==> config.mk <==
export PLATFORM = sky130hd
export DESIGN_NAME = id_stage_flat
export DESIGN_NICKNAME = d
export VERILOG_FILES = /design/src/rtl/riscv_pkg.sv /design/src/rtl/id_stage_if.sv /design/src/rtl/regfile.sv /design/src/rtl/id_stage.sv /design/src/flat_wrapper.sv
export SDC_FILE = /design/constraint.sdc
export NUM_CORES = 2
export LEC_CHECK = 0
export CAP_MARGIN = 20
export CORE_ASPECT_RATIO = 1.1
export CORE_UTILIZATION = 50
export DETAILED_ROUTE_END_ITERATION = 10
export HOLD_SLACK_MARGIN = 0.03
export PLACE_DENSITY_LB_ADDON = 0.3
export SKIP_CTS_REPAIR_TIMING = 1
export SYNTH_ARGS = -nofsm -noshare
export SYNTH_HDL_FRONTEND = slang
export SYNTH_SLANG_ARGS = --single-unit
==> constraint.sdc <==
create_clock -name clk -period 95.1 [get_ports clk]
set_input_delay 19.02 -clock clk [delete_from_list [all_inputs] [get_ports clk]]
set_output_delay 19.02 -clock clk [all_outputs]
set_load 0.1 [all_outputs]
==> src/rtl/riscv_pkg.sv <==
// Shared RV32 decode constants: opcodes, ALU/result-select codes, immediate formats
// and the ID/EX pipeline record.
package riscv_pkg;

    localparam logic [6:0] OP_LW   = 7'b0000011;
    localparam logic [6:0] OP_SW   = 7'b0100011;
    localparam logic [6:0] OP_R    = 7'b0110011;
    localparam logic [6:0] OP_IALU = 7'b0010011;
    localparam logic [6:0] OP_BEQ  = 7'b1100011;
    localparam logic [6:0] OP_JAL  = 7'b1101111;

    localparam logic [2:0] ALU_ADD = 3'b000;
    localparam logic [2:0] ALU_SUB = 3'b001;
    localparam logic [2:0] ALU_AND = 3'b010;
    localparam logic [2:0] ALU_OR  = 3'b011;
    localparam logic [2:0] ALU_SLT = 3'b101;

    localparam logic [1:0] RES_ALU = 2'b00;
    localparam logic [1:0] RES_MEM = 2'b01;
    localparam logic [1:0] RES_PC4 = 2'b10;

    typedef enum logic [1:0] {
        IMM_I = 2'b00,
        IMM_S = 2'b01,
        IMM_B = 2'b10,
        IMM_J = 2'b11
    } immsrc_t;

    typedef struct packed {
        logic [31:0] rd1;
        logic [31:0] rd2;
        logic [31:0] imm;
        logic [31:0] pc;
        logic [31:0] pc4;
        logic [4:0]  rs1;
        logic [4:0]  rs2;
        logic [4:0]  rd;
        logic        regwrite;
        logic        memwrite;
        logic        jump;
        logic        branch;
        logic        alusrc;
        logic        illegal;
        logic [1:0]  resultsrc;
        logic [2:0]  alucontrol;
    } id_ex_t;

endpackage

==> src/rtl/id_stage_if.sv <==
// Decode-stage bundle: fetch-side inputs, writeback port and the registered ID/EX outputs.
interface id_stage_if;
    logic [31:0] instd;
    logic [31:0] pcd;
    logic [31:0] pc4d;
    logic        flushe;
    logic        stalld;
    logic        regwritew;
    logic [4:0]  rdw;
    logic [31:0] resultw;

    logic [31:0] rd1e;
    logic [31:0] rd2e;
    logic [31:0] imme;
    logic [31:0] pce;
    logic [31:0] pc4e;
    logic [4:0]  rs1e;
    logic [4:0]  rs2e;
    logic [4:0]  rde;
    logic        regwritee;
    logic        memwritee;
    logic        jumpe;
    logic        branche;
    logic        alusrce;
    logic        illegale;
    logic [1:0]  resultsrce;
    logic [2:0]  alucontrole;

    modport master (
        output instd, pcd, pc4d, flushe, stalld, regwritew, rdw, resultw,
        input  rd1e, rd2e, imme, pce, pc4e, rs1e, rs2e, rde,
        input  regwritee, memwritee, jumpe, branche, alusrce, illegale,
        input  resultsrce, alucontrole
    );

    modport slave (
        input  instd, pcd, pc4d, flushe, stalld, regwritew, rdw, resultw,
        output rd1e, rd2e, imme, pce, pc4e, rs1e, rs2e, rde,
        output regwritee, memwritee, jumpe, branche, alusrce, illegale,
        output resultsrce, alucontrole
    );
endinterface

==> src/rtl/regfile.sv <==
// 32x32 register file, two async read ports and one sync write port; x0 is hardwired zero.
// Define ID_WB_BYPASS_EN to forward a same-cycle writeback onto the read ports.
module regfile (
    input  logic        clk,
    input  logic        rst,
    input  logic [4:0]  a1,
    input  logic [4:0]  a2,
    input  logic        we,
    input  logic [4:0]  a3,
    input  logic [31:0] wd,
    output logic [31:0] rd1,
    output logic [31:0] rd2
);

    logic [31:0] regs [32];

    always_ff @(posedge clk or posedge rst) begin
        if (rst) begin
            for (int i = 0; i < 32; i++) regs[i] <= '0;
        end else if (we && (a3 != 5'd0)) begin
            regs[a3] <= wd;
        end
    end

    function automatic logic [31:0] read_port(input logic [4:0] a);
        logic [31:0] v;
        if (a == 5'd0) begin
            v = '0;
        end else begin
            v = regs[a];
`ifdef ID_WB_BYPASS_EN
            // write-first: the value being written this cycle wins
            if (we && (a3 == a)) v = wd;
`endif
        end
        return v;
    endfunction

    assign rd1 = read_port(a1);
    assign rd2 = read_port(a2);

endmodule

==> src/rtl/id_stage.sv <==
// RV32 decode stage: field split, control/immediate decode, register read, ID/EX register.
// Optional ID_WB_BYPASS_EN (in regfile) gives write-first reads against the writeback port.
module id_stage
    import riscv_pkg::*;
(
    input  logic       clk,
    input  logic       rst,
    id_stage_if.slave  bus
);

    logic [6:0]  opcode;
    logic [4:0]  rd_f;
    logic [4:0]  rs1_f;
    logic [4:0]  rs2_f;
    logic [2:0]  funct3;
    logic        funct7b5;
    logic [31:0] rd1_p0;
    logic [31:0] rd2_p0;
    immsrc_t     immsrc;
    id_ex_t      id_ex_p0;
    id_ex_t      id_ex_p1;

    assign opcode   = bus.instd[6:0];
    assign rd_f     = bus.instd[11:7];
    assign funct3   = bus.instd[14:12];
    assign rs1_f    = bus.instd[19:15];
    assign rs2_f    = bus.instd[24:20];
    assign funct7b5 = bus.instd[30];

    function automatic logic signed [31:0] imm_ext(input logic [31:0] ins, input immsrc_t src);
        logic signed [31:0] imm;
        case (src)
            IMM_S:   imm = {{20{ins[31]}}, ins[31:25], ins[11:7]};
            IMM_B:   imm = {{19{ins[31]}}, ins[31], ins[7], ins[30:25], ins[11:8], 1'b0};
            IMM_J:   imm = {{11{ins[31]}}, ins[31], ins[19:12], ins[20], ins[30:21], 1'b0};
            default: imm = {{20{ins[31]}}, ins[31:20]};
        endcase
        return imm;
    endfunction

    // sub is only reachable from R-type; I-ALU funct3=000 is always addi
    function automatic logic [2:0] alu_dec(input logic [2:0] f3, input logic sub_en);
        logic [2:0] op;
        case (f3)
            3'b000:  op = sub_en ? ALU_SUB : ALU_ADD;
            3'b010:  op = ALU_SLT;
            3'b110:  op = ALU_OR;
            3'b111:  op = ALU_AND;
            default: op = ALU_ADD;
        endcase
        return op;
    endfunction

    regfile u_regfile (
        .clk (clk),
        .rst (rst),
        .a1  (rs1_f),
        .a2  (rs2_f),
        .we  (bus.regwritew),
        .a3  (bus.rdw),
        .wd  (bus.resultw),
        .rd1 (rd1_p0),
        .rd2 (rd2_p0)
    );

    // ---- p0: combinational decode ----
    always_comb begin
        id_ex_p0     = '0;
        immsrc       = IMM_I;
        id_ex_p0.rd1 = rd1_p0;
        id_ex_p0.rd2 = rd2_p0;
        id_ex_p0.pc  = bus.pcd;
        id_ex_p0.pc4 = bus.pc4d;
        id_ex_p0.rs1 = rs1_f;
        id_ex_p0.rs2 = rs2_f;
        id_ex_p0.rd  = rd_f;
        case (opcode)
            OP_LW: begin
                id_ex_p0.regwrite  = 1'b1;
                id_ex_p0.alusrc    = 1'b1;
                id_ex_p0.resultsrc = RES_MEM;
                id_ex_p0.alucontrol = ALU_ADD;
            end
            OP_SW: begin
                immsrc              = IMM_S;
                id_ex_p0.memwrite   = 1'b1;
                id_ex_p0.alusrc     = 1'b1;
                id_ex_p0.alucontrol = ALU_ADD;
            end
            OP_R: begin
                id_ex_p0.regwrite   = 1'b1;
                id_ex_p0.alucontrol = alu_dec(funct3, funct7b5);
            end
            OP_IALU: begin
                id_ex_p0.regwrite   = 1'b1;
                id_ex_p0.alusrc     = 1'b1;
                id_ex_p0.alucontrol = alu_dec(funct3, 1'b0);
            end
            OP_BEQ: begin
                immsrc              = IMM_B;
                id_ex_p0.branch     = 1'b1;
                id_ex_p0.alucontrol = ALU_SUB;
            end
            OP_JAL: begin
                immsrc              = IMM_J;
                id_ex_p0.regwrite   = 1'b1;
                id_ex_p0.jump       = 1'b1;
                id_ex_p0.resultsrc  = RES_PC4;
                id_ex_p0.alucontrol = ALU_ADD;
            end
            default: id_ex_p0.illegal = 1'b1;
        endcase
        id_ex_p0.imm = imm_ext(bus.instd, immsrc);
    end

    // ---- p1: ID/EX register (reset > flush bubble > stall hold) ----
    always_ff @(posedge clk or posedge rst) begin
        if (rst) begin
            id_ex_p1 <= '0;
        end else if (bus.flushe) begin
            id_ex_p1 <= '0;
        end else if (!bus.stalld) begin
            id_ex_p1 <= id_ex_p0;
        end
    end

    assign bus.rd1e        = id_ex_p1.rd1;
    assign bus.rd2e        = id_ex_p1.rd2;
    assign bus.imme        = id_ex_p1.imm;
    assign bus.pce         = id_ex_p1.pc;
    assign bus.pc4e        = id_ex_p1.pc4;
    assign bus.rs1e        = id_ex_p1.rs1;
    assign bus.rs2e        = id_ex_p1.rs2;
    assign bus.rde         = id_ex_p1.rd;
    assign bus.regwritee   = id_ex_p1.regwrite;
    assign bus.memwritee   = id_ex_p1.memwrite;
    assign bus.jumpe       = id_ex_p1.jump;
    assign bus.branche     = id_ex_p1.branch;
    assign bus.alusrce     = id_ex_p1.alusrc;
    assign bus.illegale    = id_ex_p1.illegal;
    assign bus.resultsrce  = id_ex_p1.resultsrc;
    assign bus.alucontrole = id_ex_p1.alucontrol;

endmodule

==> src/flat_wrapper.sv <==
// flat-port wrapper written by rule: the top's interface ports become plain ports
module id_stage_flat import riscv_pkg::*;
  (clk, rst, bus_instd, bus_pcd, bus_pc4d, bus_flushe, bus_stalld, bus_regwritew, bus_rdw, bus_resultw, bus_rd1e, bus_rd2e, bus_imme, bus_pce, bus_pc4e, bus_rs1e, bus_rs2e, bus_rde, bus_regwritee, bus_memwritee, bus_jumpe, bus_branche, bus_alusrce, bus_illegale, bus_resultsrce, bus_alucontrole);
  id_stage_if bus_i ();
  input  logic clk;
  input  logic rst;
  input wire logic [$bits(bus_i.instd)-1:0] bus_instd;
  input wire logic [$bits(bus_i.pcd)-1:0] bus_pcd;
  input wire logic [$bits(bus_i.pc4d)-1:0] bus_pc4d;
  input wire logic [$bits(bus_i.flushe)-1:0] bus_flushe;
  input wire logic [$bits(bus_i.stalld)-1:0] bus_stalld;
  input wire logic [$bits(bus_i.regwritew)-1:0] bus_regwritew;
  input wire logic [$bits(bus_i.rdw)-1:0] bus_rdw;
  input wire logic [$bits(bus_i.resultw)-1:0] bus_resultw;
  output wire logic [$bits(bus_i.rd1e)-1:0] bus_rd1e;
  output wire logic [$bits(bus_i.rd2e)-1:0] bus_rd2e;
  output wire logic [$bits(bus_i.imme)-1:0] bus_imme;
  output wire logic [$bits(bus_i.pce)-1:0] bus_pce;
  output wire logic [$bits(bus_i.pc4e)-1:0] bus_pc4e;
  output wire logic [$bits(bus_i.rs1e)-1:0] bus_rs1e;
  output wire logic [$bits(bus_i.rs2e)-1:0] bus_rs2e;
  output wire logic [$bits(bus_i.rde)-1:0] bus_rde;
  output wire logic [$bits(bus_i.regwritee)-1:0] bus_regwritee;
  output wire logic [$bits(bus_i.memwritee)-1:0] bus_memwritee;
  output wire logic [$bits(bus_i.jumpe)-1:0] bus_jumpe;
  output wire logic [$bits(bus_i.branche)-1:0] bus_branche;
  output wire logic [$bits(bus_i.alusrce)-1:0] bus_alusrce;
  output wire logic [$bits(bus_i.illegale)-1:0] bus_illegale;
  output wire logic [$bits(bus_i.resultsrce)-1:0] bus_resultsrce;
  output wire logic [$bits(bus_i.alucontrole)-1:0] bus_alucontrole;
  assign bus_i.instd = bus_instd;
  assign bus_i.pcd = bus_pcd;
  assign bus_i.pc4d = bus_pc4d;
  assign bus_i.flushe = bus_flushe;
  assign bus_i.stalld = bus_stalld;
  assign bus_i.regwritew = bus_regwritew;
  assign bus_i.rdw = bus_rdw;
  assign bus_i.resultw = bus_resultw;
  assign bus_rd1e = bus_i.rd1e;
  assign bus_rd2e = bus_i.rd2e;
  assign bus_imme = bus_i.imme;
  assign bus_pce = bus_i.pce;
  assign bus_pc4e = bus_i.pc4e;
  assign bus_rs1e = bus_i.rs1e;
  assign bus_rs2e = bus_i.rs2e;
  assign bus_rde = bus_i.rde;
  assign bus_regwritee = bus_i.regwritee;
  assign bus_memwritee = bus_i.memwritee;
  assign bus_jumpe = bus_i.jumpe;
  assign bus_branche = bus_i.branche;
  assign bus_alusrce = bus_i.alusrce;
  assign bus_illegale = bus_i.illegale;
  assign bus_resultsrce = bus_i.resultsrce;
  assign bus_alucontrole = bus_i.alucontrole;
  id_stage u_core (.clk(clk), .rst(rst), .bus(bus_i));
endmodule
==> results.yml <==
synth:
  syn_inst: 4307
  syn_area_per_cell_sq_um: 14.2
  yosys_warnings: 0
  synthArstFlopShare_pct: 100
  seq_area_frac_synth_pct: 48.9
  syn_nets: 4445
  synth_enable_flop_cells: 0
  synthesis.area_sq_um: 61200
  synth-seq-cells: 1198
  synth.distinct_cells: 50
  synth_ff_type: "dfrtp_1"
sta:
  rsz0062_at_grt: "false"
  fin_ws_ns: 71.66
  max_slew.worst_pin.slew_ns: 1.13
  timing.hold.ws_ns: 0.388
  fmax_mhz: 42.7
  tns_ns: 0
  max_slew_margin_pct: 24.7
  skew_ns: 0.0253
  setup_viol: 0
  period_minus_slack_ns: 23.44
  drv_slew: 0
  hold_violations: 0
  min_period_over_period_pct: 24.6
final_layout:
  area_delta_synth_final_pct: 13.5
  postLayoutCellArea_sq_um: 69500
  final_nets: 4523
  drive_above_1_share_pct: 41.1
  final_common_cell: "dfrtp_1"
  nFillCells: 9719
  mostFrequentLayoutCells: "dfrtp_1 (1,198), mux2_2 (1,062), mux4_2 (414)"
route:
  wl_per_cell_um: 31.0
  wl_um: 189000
  ant_nets: 0
  firstDrtPassIters: 5
  drcViolationCount: 0
  num_vias: 40600
  avgViaCountPerCell: 6.64
  drt_iter0_markers: 4112
power:
  seq_power_share_pct: 45.9
  cellInternalPower_w: 0.00103
  switchingPower_w: 0.000411
  pwr-share-clk_pct: 33.6
  power_switching_share_pct: 28.5
  power.total_w: 0.00144
  ir_drop_mv: 0.0172
  power_density_nw_per_um2: 20.8
  p_comb_share_pct: 20.5
  p_leak_nw: 30.0
grt:
  grt_pass1_vias: 40800
  grt_max_degree: 98
  antenna_found_initial: 9
  grt_pass1_wl_um: 279000
  grt_usage_pct: 30.7
  grt_remaining_overflow: 0
cts:
  ctsLongestPathBuffers: 3
  cts-root-buf: "clkbuf_16"
  h-tree-depth: 3
  clk_pin_slew_worst_paths_ns: 0.06
  cts_tree: "done"
  clock-sinks: 1198
  clk_latency_ns: 0.75
  cts_buffers: 121
die:
  die_area_sq_um: 124000
  core_area_sq_um: 121000
  die_w_um: 336
  die-height_um: 369
  io_pins: 324
  rows: 134
  initial_core_util_pct: 50.5
setup_path:
  end_kind: "async pin"
  cp_num_buf_inv: 7
  slowest_delay_ns: 0.87
  cpMostUsedCell: "buf_4"
  worst_ep_required_time_ns: 95.83
  startpoint_type: "input port"
  crit_family: "buffers and inverters"
  worstPathMaxFanout: 97
  critPathSlowestCell: "buf_4"
  crit_chain: "clkdlybuf4s50_1 > inv_8 > buf_4 > buf_4 > buf_4 > buf_4 > buf_4"
  cp.arrival_ns: 24.16
  worstSetupPathType: "input port to async pin"
place:
  portBuffers: 323
  placed_area_sq_um: 65400
  dp_hpwl_um: 106000
  routabilityCongestion: 0.834
  post-place-ws_ns: 70.63
worst_hold_path:
  worstHoldPathType: "register to register"
job:
  maxCapViolCount: 0
status:
  status: "completed"
stage by stage:
step / cells / util (%)
after floorplan: 4307 / -
after global placement: 5890 / 53.9
after detailed placement: 5890 / 53.9
after CTS: 6110 / 57.2
after global routing: 6116 / 57.3
final: 6116 / 57.3
sequential cells by signal, summed over array words and instances, names as in the netlist:
signal	count
u_core.bus.rd1e	32
u_core.bus.illegale	1
u_core.bus.regwritee	1
u_core.bus.alucontrole	3
u_core.bus.imme	21
u_core.bus.branche	1
u_core.u_regfile.regs	1024
u_core.bus.rd2e	32
u_core.bus.alusrce	1
u_core.bus.resultsrce	2
u_core.bus.memwritee	1
u_core.bus.rde	5
u_core.bus.pce	32
u_core.bus.rs1e	5
u_core.bus.rs2e	5
u_core.bus.pc4e	32
power groups by stage:
stage	clock network, W	registers (W)	logic (W)
3_3_place_gp	0	0.000664	0.000288
4_1_cts	0.000492	0.000660	0.000295
2_1_floorplan	0	0.000680	0.000205
6_report	0.000485	0.000663	0.000295
3_5_place_dp	0	0.000669	0.000294
5_1_grt	0.000512	0.000673	0.000313
worst reg2reg max path: cells and delay by family, from the launching register on:
| family | cells | cell delay [ns] |
|---|---|---|
| compound gates | 2 | 0.86 |
| flops | 1 | 0.39 |
| mux | 2 | 0.76 |
cells by family after synthesis:
logic type	share of synthesized area (%)
mux	39.9
flops	48.9
buf+inv	3.48
simple gates	2.97
compound gates	4.72
synth_stat cells, types with 22 or more instances:
cell | instances | area share [%]
mux4_2 | 414 | 15
nor2_1 | 193 | 1.2
a21oi_1 | 137 | 1.1
o21ai_0 | 37 | 0.30
nand2_1 | 154 | 0.94
o22a_1 | 23 | 0.33
buf_4 | 27 | 0.33
dfrtp_1 | 1198 | 49
mux2_2 | 1062 | 20
o211ai_1 | 31 | 0.38
a221oi_1 | 52 | 0.74
o22ai_1 | 33 | 0.34
clkbuf_1 | 253 | 1.6
buf_1 | 61 | 0.37
mux2i_1 | 314 | 5.1
buf_2 | 111 | 0.91
a221o_1 | 22 | 0.36
a2111oi_0 | 27 | 0.39
a22oi_1 | 24 | 0.29
layer usage:
metal / track usage [%] / wire length [um] / vias to the layer above
met5: 0 / 44 / -
met3: 6.91 / 18000 / 411
met4: 11.6 / 7240 / 6
met1: 43.4 / 77500 / 21700
li1: - / - / 16500
met2: 46.4 / 86600 / 2026
final cells by class:
class | count | area [sq um] | share of cell area [%]
well taps | 1632 | 2040 | 2.94
clock buffers | 186 | 3690 | 5.31
multi-input cells | 2637 | 29400 | 42.3
flip-flops and latches | 1198 | 30000 | 43.1
clock inverters | 34 | 322 | 0.463
repair buffers | 423 | 4080 | 5.87
diodes | 2 | 5.00 | 0.00720
inverters | 4 | 22.5 | 0.0324
path summary, 6_finish.rpt:
check	from	to	slack, ns	cells after the start
worst max-delay path	rst	u_core.u_regfile.regs[815]	71.66	7
max in group clk	bus_instd[21]	u_core.bus.rd2e[0]	72.85	8
worst min-delay path	u_core.u_regfile.regs[995]	u_core.u_regfile.regs[995]	0.39	0
worst max register to register	u_core.u_regfile.regs[542]	u_core.bus.rd1e[30]	92.94	4
min in group asynchronous	rst	u_core.bus.pc4e[8]	18.76	2
worst min register to register	u_core.u_regfile.regs[995]	u_core.u_regfile.regs[995]	0.39	0
No activity file was read; power rests on OpenSTA's default activity.
